### config.mk
export PLATFORM = sky130hd
export DESIGN_NAME = td4_core_hs
export DESIGN_NICKNAME = d
export VERILOG_FILES = /design/src/rtl/td4_core_hs.sv
export SDC_FILE = /design/constraint.sdc
export NUM_CORES = 1
export LEC_CHECK = 0
export CAP_MARGIN = 20
export CORE_ASPECT_RATIO = 1.75
export CORE_MARGIN = 5
export CORE_UTILIZATION = 37
export CTS_BUF_LIST = sky130_fd_sc_hd__clkbuf_8
export CTS_CLUSTER_SIZE = 25
export DETAILED_ROUTE_END_ITERATION = 10
export SLEW_MARGIN = 20
export SYNTH_ARGS = -nofsm -noshare
export SYNTH_HDL_FRONTEND = slang
export SYNTH_SLANG_ARGS = --single-unit
### constraint.sdc
create_clock -name clk -period 4.3 [get_ports clk]
set_input_delay 0.43 -clock clk [delete_from_list [all_inputs] [get_ports clk]]
set_output_delay 0.43 -clock clk [all_outputs]
set_load 0.005 [all_outputs]
### src/rtl/td4_core_hs.sv
// rtl/td4_core_hs.sv - TD4-compatible core with handshaked instruction fetch, run gating and halt
module td4_core_hs #(
    parameter int                DATA_W   = 4,
    parameter logic [DATA_W-1:0] RESET_PC = '0
) (
    input  logic              clk,
    input  logic              rst_n,
    input  logic              run,
    input  logic [DATA_W-1:0] in,
    output logic [DATA_W-1:0] out,
    output logic              mem_req,
    output logic [DATA_W-1:0] mem_addr,
    input  logic              mem_ack,
    input  logic [DATA_W+3:0] mem_data,
    output logic              carry,
    output logic              halted
);

    typedef enum logic [1:0] {
        S_FETCH = 2'd0,
        S_EXEC  = 2'd1,
        S_HALT  = 2'd2
    } state_t;

    localparam logic [3:0] OP_ADD_A = 4'b0000;
    localparam logic [3:0] OP_MOV_AB = 4'b0001;
    localparam logic [3:0] OP_IN_A  = 4'b0010;
    localparam logic [3:0] OP_MOV_AI = 4'b0011;
    localparam logic [3:0] OP_MOV_BA = 4'b0100;
    localparam logic [3:0] OP_ADD_B = 4'b0101;
    localparam logic [3:0] OP_IN_B  = 4'b0110;
    localparam logic [3:0] OP_MOV_BI = 4'b0111;
    localparam logic [3:0] OP_OUT_B = 4'b1001;
    localparam logic [3:0] OP_OUT_I = 4'b1011;
    localparam logic [3:0] OP_HLT   = 4'b1101;
    localparam logic [3:0] OP_JNC   = 4'b1110;
    localparam logic [3:0] OP_JMP   = 4'b1111;

    state_t              state_q, state_d;
    logic [DATA_W-1:0]   a_q, a_d;
    logic [DATA_W-1:0]   b_q, b_d;
    logic [DATA_W-1:0]   out_q, out_d;
    logic [DATA_W-1:0]   pc_q, pc_d;
    logic                carry_q, carry_d;
    logic [DATA_W+3:0]   ir_q, ir_d;

    logic [3:0]          opcode;
    logic [DATA_W-1:0]   imm;
    logic [DATA_W-1:0]   src;
    logic [DATA_W:0]     sum;
    logic [DATA_W-1:0]   pc_inc;

    assign opcode = ir_q[DATA_W+3:DATA_W];
    assign imm    = ir_q[DATA_W-1:0];
    assign pc_inc = pc_q + {{(DATA_W-1){1'b0}}, 1'b1};

    // ALU source operand; immediate-only, jump and NOP opcodes add to zero so carry clears
    always_comb begin
        src = '0;
        case (opcode)
            OP_ADD_A, OP_MOV_BA:           src = a_q;
            OP_MOV_AB, OP_ADD_B, OP_OUT_B: src = b_q;
            OP_IN_A, OP_IN_B:              src = in;
            default:                       src = '0;
        endcase
    end

    assign sum = {1'b0, src} + {1'b0, imm};

    // Next-state and commit logic for the fetch/execute/halt sequencer
    always_comb begin
        state_d = state_q;
        a_d     = a_q;
        b_d     = b_q;
        out_d   = out_q;
        pc_d    = pc_q;
        carry_d = carry_q;
        ir_d    = ir_q;
        case (state_q)
            S_FETCH: begin
                if (run && mem_ack) begin
                    ir_d    = mem_data;
                    state_d = S_EXEC;
                end
            end
            S_EXEC: begin
                if (opcode == OP_HLT) begin
                    state_d = S_HALT;
                end else begin
                    state_d = S_FETCH;
                    carry_d = sum[DATA_W];
                    pc_d    = pc_inc;
                    case (opcode)
                        OP_ADD_A, OP_MOV_AB, OP_IN_A, OP_MOV_AI: a_d   = sum[DATA_W-1:0];
                        OP_MOV_BA, OP_ADD_B, OP_IN_B, OP_MOV_BI: b_d   = sum[DATA_W-1:0];
                        OP_OUT_B, OP_OUT_I:                      out_d = sum[DATA_W-1:0];
                        OP_JMP:                                  pc_d  = imm;
                        OP_JNC:                                  pc_d  = carry_q ? pc_inc : imm;
                        default:                                 ;
                    endcase
                end
            end
            S_HALT:  state_d = S_HALT;
            default: state_d = S_FETCH;
        endcase
    end

    // Architectural state registers with asynchronous reset
    always_ff @(posedge clk or negedge rst_n) begin
        if (!rst_n) begin
            state_q <= S_FETCH;
            a_q     <= '0;
            b_q     <= '0;
            out_q   <= '0;
            pc_q    <= RESET_PC;
            carry_q <= 1'b0;
            ir_q    <= '0;
        end else begin
            state_q <= state_d;
            a_q     <= a_d;
            b_q     <= b_d;
            out_q   <= out_d;
            pc_q    <= pc_d;
            carry_q <= carry_d;
            ir_q    <= ir_d;
        end
    end

    assign mem_req  = (state_q == S_FETCH) && run;
    assign mem_addr = pc_q;
    assign halted   = (state_q == S_HALT);
    assign out      = out_q;
    assign carry    = carry_q;

endmodule

==> results of run 1 <==
[per-layer routing]
metal | share of wire [%] | up-vias | GRT usage (%)
li1 | - | 457 | -
met1 | 40 | 464 | 14.82
met2 | 56 | 17 | 23.32
met3 | 2.8 | 4 | 2.292
met4 | 1.3 | 0 | 3.651
met5 | 0 | - | 0
[tightest hold or removal path, stage by stage (launching register included)]
cell     delay, ns
dfrtp_1       0.36
nand2_1       0.05
o21ai_0       0.06
[layout by cell type, fill, tap and decap left out, types with 3 or more instances in the layout]
cell type        instances
clkdlybuf4s50_1         26
nor2b_1                  3
mux2_2                  16
o21ai_0                 10
clkbuf_8                 3
ha_1                     5
nand2_1                 11
dfrtp_1                 27
a21oi_1                  4
inv_1                    3
mux2i_1                  7
[final cells by class]
class                           count  area share [%]
Sequential cell                    27           39.71
Multi-Input combinational cell     81           38.09
Timing Repair Buffer               27           15.74
Tap cell                           46           3.382
Clock buffer                        3           2.426
Inverter                            2          0.4412
Clock inverter                      1          0.2206
[where the power goes]
| group | internal, W | total (W) | switching (W) |
|---|---|---|---|
| registers | 0.000350 | 0.000436 | 0.0000864 |
| logic | 0.000222 | 0.000371 | 0.000150 |
| clock network | 0.0000639 | 0.000140 | 0.0000760 |
| total | 0.000636 | 0.000948 | 0.000312 |
[registers in the layout, summed over array words and instances, names as in the netlist]
signal / flops
a_q: 4
b_q: 4
carry: 1
ir_q: 8
mem_addr: 4
out: 4
state_q: 2
[through the flow]
step	cells	util [%]	setup slack (ns)
finish	187	47.37	1.897
global placement	183	46.12	1.942
global route	187	47.37	1.655
CTS	187	47.37	1.898
floorplan	113	-	2.149
detailed placement	183	46.12	1.857
[worst max path at each step]
stage	endpoint	slack [ns]	cells past startpoint
2_1_floorplan	a_q[3]	2.15	8
3_3_place_gp	a_q[3]	1.94	8
3_5_place_dp	a_q[3]	1.86	8
4_1_cts	a_q[3]	1.90	8
5_1_grt	a_q[3]	1.65	9
6_report	a_q[3]	1.90	8
[kinds of logic (layout without fill, tap and decap cells)]
kind of cell    Yosys count  after routing  synth area share, %
compound gates           22             22                10.46
flops                    27             27                50.00
buf+inv                   5             33                2.037
simple gates             28             28                11.58
fa+ha+maj                 6              6                6.111
mux                      23             23                18.52
xor+xnor                  2              2                1.297
==> summary.txt, run 1 <==
Outcome
  • Status: completed

Timing
  • Post-route clock period utilization: 55.89%
  • Slew Limit Headroom: 65.02%
  • Worst-margin pin slew: 0.5215 ns
  • Tmin final: 2.403 ns
  • Hold slack final: 0.5070 ns
  • Worst Clk Skew: 0.004379 ns
  • Slew Viols, Final: 0
  • Fin. Hold Viols: 0
  • Post-route setup TNS: 0 ns
  • RSZ-0062 raised after global routing: no
  • Fmax: 416.1 MHz
  • Setup violators final: 0

Clock network
  • Clock transition at path regs: 0.09 ns
  • H-Tree Level Count: 1
  • Clock Latency Late Sink: 0.27 ns
  • CTS Sinks: 27
  • Hold_buf cts: 0
  • CTS Buf Count: 3
  • CTS tree: built
  • Clk root buf: clkbuf_8
  • Post-CTS setup buffers: 0
  • Clk buf depth: 2
  • Post-CTS sizing: 0

Logic synthesis
  • Sequential area share after synthesis: 50.00%
  • Async SR Flop Fraction: 100.0%
  • Number of synthesized flops with an enable pin: 0
  • Mapped cell area: 1351 sq um
  • Primary FF master, synth: dfrtp_1
  • Post-synth top area share: 50.00%
  • Yosys warning count: 0
  • Synth area leader: dfrtp_1
  • Syn Nets: 135
  • Mapped Cells: 113
  • Synthesized area per cell: 11.96 sq um
  • Top post-synthesis cells by area: dfrtp_1 (50%), mux2_2 (13%), mux2i_1 (5.2%)
  • Flops & latches, synth: 27
  • Most frequent cells after synthesis: dfrtp_1 (27), mux2_2 (16), nand2_1 (11), o21ai_0 (10), mux2i_1 (7)
  • Synth cell types: 30
  • Top-count cell post-synth: dfrtp_1

Routing
  • Final WL: 2895 um
  • Wirelength per Cell: 15.48 um
  • Antenna Nets Post-Route: 0
  • Routed vias: 942
  • Via/cell ratio: 5.037
  • Number of remaining DRC errors: 0
  • Starting DRT DRC Count: 13
  • DR pass1 iterations: 2

Placed design
  • Post-DP HPWL: 2311 um
  • Port bufs: 26
  • Placed Area: 1657 sq um
  • RePlAce Congestion: 0.7385

Critical path
  • Reg-to-reg startpoint: ir_q[5]
  • Critical Path Sink Type: flip-flop
  • Critical path type: reg -> reg
  • Arrival @ worst endpoint: 2.56 ns
  • R2R Setup Slk: 1.90 ns
  • Worst EP required: 4.46 ns
  • Crit-path cells: a211oi_1 -> nand2_1 -> o21ai_0 -> ha_1 -> a21o_1 -> a21oi_1 -> xnor2_1 -> mux2_2
  • Crit path launch type: flip-flop
  • CP Launch Point: ir_q[5]
  • Max FO, Critical Path: 8
  • Slowest cell on the critical path: dfrtp_1
  • Slowest Stage Delay on Critical Path: 0.51 ns
  • WP buf/inv: 0
  • CP top delay family: compound AO/OA/AOI/OAI gates
  • R2r worst-path depth: 8
  • R2R Path End: a_q[3]

Layout
  • Nets: 164
  • Final instance area: 1702 sq um
  • # diodes: 0
  • Fillers: 343
  • Layout cells sized above 1: 17.02%
  • Area of the multi-input gates: 648.1 sq um
  • Register area: 675.6 sq um
  • Layout area overhead: 25.93%

Job
  • MaxCap Viol Count: 0

Min path
  • Worst Hold Path EP: out[2]
  • Hold Crit Depth: 2
  • Worst Hold Class: reg -> reg
  • Hold path startpoint: out[2]

Global route
  • Grt ovf: 0
  • Initial antenna violation count: 0
  • First-pass GRT wire length: 5092 um
  • Number of global-route vias before repair: 1,052
  • Largest net degree at the start of global routing: 28
  • GRT Total Usage: 12.75%

Power
  • Total power: 0.0009478 W
  • Peak VDD IR: 248.4 uV
  • P_leak: 0.7158 nW
  • Pwr dens: 557.0 nW/um^2

Floorplan
  • DIE HEIGHT: 89.95 um
  • Die area: 5009 sq um
  • Row count: 29
  • IO Count: 27
  • Core area: 3592 sq um
  • DIE WIDTH: 55.69 um
  • Initial core utilization: 37.62%
Note: power is estimated with default switching activity, not from simulation.
==> inputs of run 2 (changes only) <==
clock period = 2.4 ns   (was 4.3 ns; I/O delays follow)
==> summary.txt, run 2 (synthesis gave the netlist of run 1 again) <==
Timing
  • Post-route clock period utilization: 92.38% (+36 points)
  • Post-route setup TNS: 0 ns (unchanged)
  • Fin. Hold Viols: 0 (unchanged)
  • Slew Viols, Final: 0 (unchanged)
  • Worst Clk Skew: 0.002867 ns (-0.001512 ns)
  • Setup violators final: 0 (unchanged)
  • Slew Limit Headroom: 68.20% (+3.2 points)
  • Tmin final: 2.217 ns (-0.1859 ns)
  • RSZ-0062 raised after global routing: no
  • Worst-margin pin slew: 0.4745 ns (-0.04704 ns)
  • Fmax: 451.0 MHz (+8.4%)

Clock network
  • Clk root buf: clkbuf_8
  • Clock Latency Late Sink: 0.28 ns (about the same)
  • Post-CTS sizing: 0 (unchanged)
  • CTS Buf Count: 3 (unchanged)
  • CTS Sinks: 27 (unchanged)
  • CTS tree: built
  • H-Tree Level Count: 1 (unchanged)
  • Hold_buf cts: 0 (unchanged)
  • Clock transition at path regs: 0.09 ns (about the same)
  • Clk buf depth: 2 (unchanged)
  • Post-CTS setup buffers: 0 (unchanged)

Layout
  • Most common cell after layout, fill and taps aside: dfrtp_1
  • Nets: 167 (+1.8%)
  • Max reg flops: 8 (unchanged)
  • Layout area overhead: 27.68%
  • Most frequent cells in the layout: dfrtp_1 (27), clkdlybuf4s50_1 (26), mux2_2 (16), nand2_1 (11), o21ai_0 (10)
  • # diodes: 0 (unchanged)
  • Biggest register: ir_q
  • Fillers: 337 (-1.7%)
  • Layout cells sized above 1: 19.44% (+2.4 points)

Floorplan
  • Initial core utilization: 37.62% (unchanged)
  • DIE WIDTH: 55.69 um (unchanged)
  • Die area: 5009 sq um (unchanged)
  • DIE HEIGHT: 89.95 um (unchanged)
  • IO Count: 27 (unchanged)
  • Core area: 3592 sq um (unchanged)
  • Row count: 29 (unchanged)

Power
  • Pwr dens: 998.8 nW/um^2 (+79%)
  • Peak VDD IR: 606.7 uV (+140%)
  • P_leak: 0.7292 nW (+1.9%)
  • Total power: 0.001723 W (+82%)

Routing
  • Wirelength per Cell: 14.91 um (-3.7%)
  • Routed vias: 964 (+2.3%)
  • Starting DRT DRC Count: 6 (-7)
  • DR pass1 iterations: 4 (+2)
  • Via/cell ratio: 5.074 (+0.72%)
  • Number of remaining DRC errors: 0 (unchanged)
  • Final WL: 2832 um (-2.2%)
  • Antenna Nets Post-Route: 0 (unchanged)

Global route
  • Number of global-route vias before repair: 1,056 (+0.38%)
  • Largest net degree at the start of global routing: 28 (unchanged)
  • First-pass GRT wire length: 5043 um (-0.96%)
  • Grt ovf: 0 (unchanged)
  • Initial antenna violation count: 0 (unchanged)
  • GRT Total Usage: 12.73% (-0.030 points)

Critical path
  • Slowest cell on the critical path: dfrtp_1
  • R2R Path End: b_q[3]
  • Reg-to-reg startpoint: ir_q[4]
  • Critical path type: reg -> reg
  • Worst EP required: 2.57 ns (-1.89 ns)
  • Arrival @ worst endpoint: 2.39 ns (-0.17 ns)
  • Crit path launch type: flip-flop
  • Crit-path cells: inv_1 -> a211oi_1 -> buf_4 -> nand2_1 -> o21ai_0 -> ha_1 -> a21o_1 -> a21oi_1 -> xnor2_1 -> mux2_2
  • Slowest Stage Delay on Critical Path: 0.39 ns (-0.12 ns)
  • R2r worst-path depth: 10 (+2)
  • Critical Path Sink Type: flip-flop
  • Max FO, Critical Path: 4 (-4)
  • R2R Setup Slk: 0.18 ns (-1.71 ns)

Placed design
  • Post-DP HPWL: 2201 um (-4.8%)
  • Port bufs: 26 (unchanged)
  • RePlAce Congestion: 0.7399 (+0.19%)

Outcome
  • Status: completed

Job
  • MaxCap Viol Count: 0 (unchanged)

Min path
  • Worst Hold Class: in -> async
[run 2: cell types whose count changed in the layout (fill, tap and decap cells not counted)]
cell      delta
buf_4        +3
clkinv_2     +1
inv_1        -1
[run 2: metrics by stage]
stage	hold slack, ns	instance area (sq um)	worst slack, ns	instances	util, %
CTS	0.3437	1725	0.1659	190	48.03
finish	0.3336	1725	0.1828	190	48.03
global route	0.3724	1725	0.04051	190	48.03
floorplan	-0.05559	1351	0.2491	113	-
global placement	0.4699	1679	0.2419	186	46.74
detailed placement	0.4889	1679	0.1685	186	46.74
[run 2: cell type report]
class                   count  area, sq um  area share (%)
repair buffers             30        290.3           16.82
clock inverters             1        5.005          0.2901
clock buffers               3        41.29           2.393
multi-input cells          81        648.1           37.56
flip-flops and latches     27        675.6           39.16
well taps                  46        57.56           3.336
inverters                   2        7.507          0.4351
[run 2: critical path, delay by kind of cell (launching register included)]
family,cells,cell delay [ns]
compound gates,4,0.71
xor+xnor,1,0.12
fa+ha+maj,1,0.29
buf+inv,2,0.28
flops,1,0.39
mux,1,0.27
simple gates,1,0.05
[run 2: worst max-delay path by stage]
| stage | startpoint | to | slack (ns) | cells after the start |
|---|---|---|---|---|
| 6_report | ir_q[4] | b_q[3] | 0.18 | 10 |
| 5_1_grt | ir_q[4] | b_q[3] | 0.04 | 10 |
| 4_1_cts | ir_q[4] | b_q[3] | 0.17 | 7 |
| 3_5_place_dp | in[1] | b_q[3] | 0.17 | 8 |
| 3_3_place_gp | in[1] | a_q[3] | 0.24 | 8 |
| 2_1_floorplan | ir_q[7] | a_q[3] | 0.25 | 8 |
[run 2: power by group]
| part | switching (W) | total (W) | internal [W] |
|---|---|---|---|
| Clock | 0.000148 | 0.000264 | 0.000117 |
| Combinational | 0.000292 | 0.000703 | 0.000411 |
| Sequential | 0.000130 | 0.000757 | 0.000627 |
| Total | 0.000569 | 0.00172 | 0.00115 |
[run 2: metal layers]
metal,routed length [um],GRT usage (%)
met3,122,3.152
met5,0,0
met4,68,5.680
met2,1492,21.54
met1,1149,14.91
==> inputs of run 3 (changes only) <==
PLACE_DENSITY_LB_ADDON = 0.25   (was not set)
==> summary.txt, run 3 (synthesis gave the netlist of run 1 again) <==
Critical path
  • Slowest Stage Delay on Critical Path: 0.40 ns (about the same)
  • Slowest cell on the critical path: dfrtp_1
  • Critical Path Sink Type: flip-flop
  • Crit path launch type: flip-flop
  • Crit-path cells: inv_1 -> a211oi_1 -> buf_4 -> nand2_1 -> o21ai_1 -> ha_1 -> a21o_1 -> a21oi_1 -> xnor2_1 -> mux2_2
  • WP buf/inv: 2 (unchanged)
  • Arrival @ worst endpoint: 2.34 ns (-0.05 ns)
  • R2R Setup Slk: 0.22 ns (+0.04 ns)
  • Critical path type: reg -> reg
  • CP top delay family: compound AO/OA/AOI/OAI gates
  • Max FO, Critical Path: 4 (unchanged)
  • Worst EP required: 2.56 ns (about the same)

Timing
  • Setup violators final: 0 (unchanged)
  • RSZ-0062 raised after global routing: no
  • Fin. Hold Viols: 0 (unchanged)
  • Worst-margin pin slew: 0.4450 ns (-0.02952 ns)
  • Worst Clk Skew: 0.005933 ns (+0.003066 ns)
  • Post-route clock period utilization: 90.90% (-1.5 points)
  • Tmin final: 2.182 ns (-0.03569 ns)
  • Post-route setup TNS: 0 ns (unchanged)
  • Fmax: 458.4 MHz (+1.6%)
  • Slew Viols, Final: 0 (unchanged)
  • Slew Limit Headroom: 70.17% (+2.0 points)

Power
  • P_leak: 0.7206 nW (-1.2%)
  • Clk pwr share: 15.0% (-0.3 points)
  • Internal power: 0.001151 W (-0.32%)
  • Combinational fraction of design power: 40.1% (-0.7 points)
  • Pwr dens: 992.0 nW/um^2 (-0.68%)
  • Power share of the sequential group: 44.8% (+0.9 points)
  • Peak VDD IR: 614.2 uV (+1.2%)
  • Switching pwr: 0.0005561 W (-2.3%)
  • Sw frac: 32.58% (-0.44 points)

Floorplan
  • DIE WIDTH: 55.69 um (unchanged)
  • IO Count: 27 (unchanged)
  • Die area: 5009 sq um (unchanged)
  • DIE HEIGHT: 89.95 um (unchanged)
  • Initial core utilization: 37.62% (unchanged)
  • Core area: 3592 sq um (unchanged)
  • Row count: 29 (unchanged)

Placed design
  • Post-DP HPWL: 2203 um (about the same)
  • Port bufs: 26 (unchanged)
  • RePlAce Congestion: 0.7190 (-2.8%)

Global route
  • First-pass GRT wire length: 4919 um (-2.5%)
  • GRT Total Usage: 12.16% (-0.57 points)
  • Number of global-route vias before repair: 1,017 (-3.7%)
  • Initial antenna violation count: 0 (unchanged)
  • Grt ovf: 0 (unchanged)
  • Largest net degree at the start of global routing: 28 (unchanged)

Layout
  • # diodes: 0 (unchanged)
  • Most frequent cells in the layout: dfrtp_1 (27), clkdlybuf4s50_1 (26), mux2_2 (16), nand2_1 (11), o21ai_0 (9)
  • Biggest register: ir_q
  • Layout cells sized above 1: 18.88% (-0.56 points)
  • Max reg flops: 8 (unchanged)
  • Fillers: 318 (-5.6%)
  • Layout area overhead: 27.31%
  • Most common cell after layout, fill and taps aside: dfrtp_1
  • Fin util: 47.89% (-0.14 points)
  • Nets: 166 (-0.60%)

Clock network
  • Clk buf depth: 2 (unchanged)
  • CTS tree: built
  • Post-CTS setup buffers: 0 (unchanged)
  • CTS Buf Count: 3 (unchanged)
  • CTS Sinks: 27 (unchanged)
  • Clock Latency Late Sink: 0.27 ns (about the same)
  • Clock transition at path regs: 0.09 ns (about the same)
  • H-Tree Level Count: 1 (unchanged)
  • Clk root buf: clkbuf_8

Routing
  • DR pass1 iterations: 2 (-2)
  • Final WL: 2751 um (-2.9%)
  • Antenna Nets Post-Route: 0 (unchanged)
  • Wirelength per Cell: 14.56 um (-2.3%)
  • Number of remaining DRC errors: 0 (unchanged)
  • Routed vias: 958 (-0.62%)
  • Via/cell ratio: 5.069 (about the same)
  • Starting DRT DRC Count: 9 (+3)

Min path
  • Worst Hold Class: in -> async

Job
  • MaxCap Viol Count: 0 (unchanged)

Outcome
  • Status: completed
-- run 3: changes by cell type in the layout (fill, tap and decap cells not counted), sizes merged --
cell,delta
clkinv,-1
buf,-1
clkinvlp,+1
-- run 3: final timing paths --
kind	from	endpoint	depth (start not counted)
max	ir_q[4]	a_q[3]	10
min	rst_n	ir_q[0]	2
max reg2reg	ir_q[4]	a_q[3]	10
min reg2reg	out[2]	out[2]	2
max in group asynchronous	rst_n	b_q[3]	2
min in group clk	out[2]	out[2]	2
-- run 3: metrics by stage --
step	cell area, sq um	std cells	setup slack, ns	hold WS [ns]	power (W)
after floorplan	1351	113	0.2491	-0.05559	0.001162
after global placement	1672	185	0.2166	0.4692	0.001442
after detailed placement	1672	185	0.1324	0.4745	0.001468
after CTS	1720	189	0.1034	0.3409	0.001735
after global routing	1720	189	0.01738	0.3488	0.001855
final	1720	189	0.2185	0.3330	0.001707
-- run 3: power by group through the flow --
stage               Combinational, W  Sequential, W  Clock [W]
global route                0.000767       0.000796   0.000293
global placement            0.000677       0.000765          0
detailed placement          0.000691       0.000777          0
CTS                         0.000697       0.000767   0.000271
floorplan                   0.000423       0.000740          0
finish                      0.000685       0.000765   0.000257
-- run 3: cell type report --
type,instances,area [sq um],area share [%]
clock buffers,3,41.29,2.400
flip-flops and latches,27,675.6,39.27
clock inverters,1,7.507,0.4364
well taps,46,57.56,3.345
inverters,2,7.507,0.4364
repair buffers,29,282.8,16.44
multi-input cells,81,648.1,37.67
-- run 3: timing repair --
item | 4_1_cts | 5_1_grt
hold buffers | 0 | 0
endpoints found under the setup margin | 0 | 3
resized for setup | 0 | 1
-- run 3: layer usage --
metal  global-route usage (%)  wire length (um)
met5                        0                 0
met2                    22.04              1511
met3                    2.006               106
met1                    14.06              1090
met4                    4.260                43
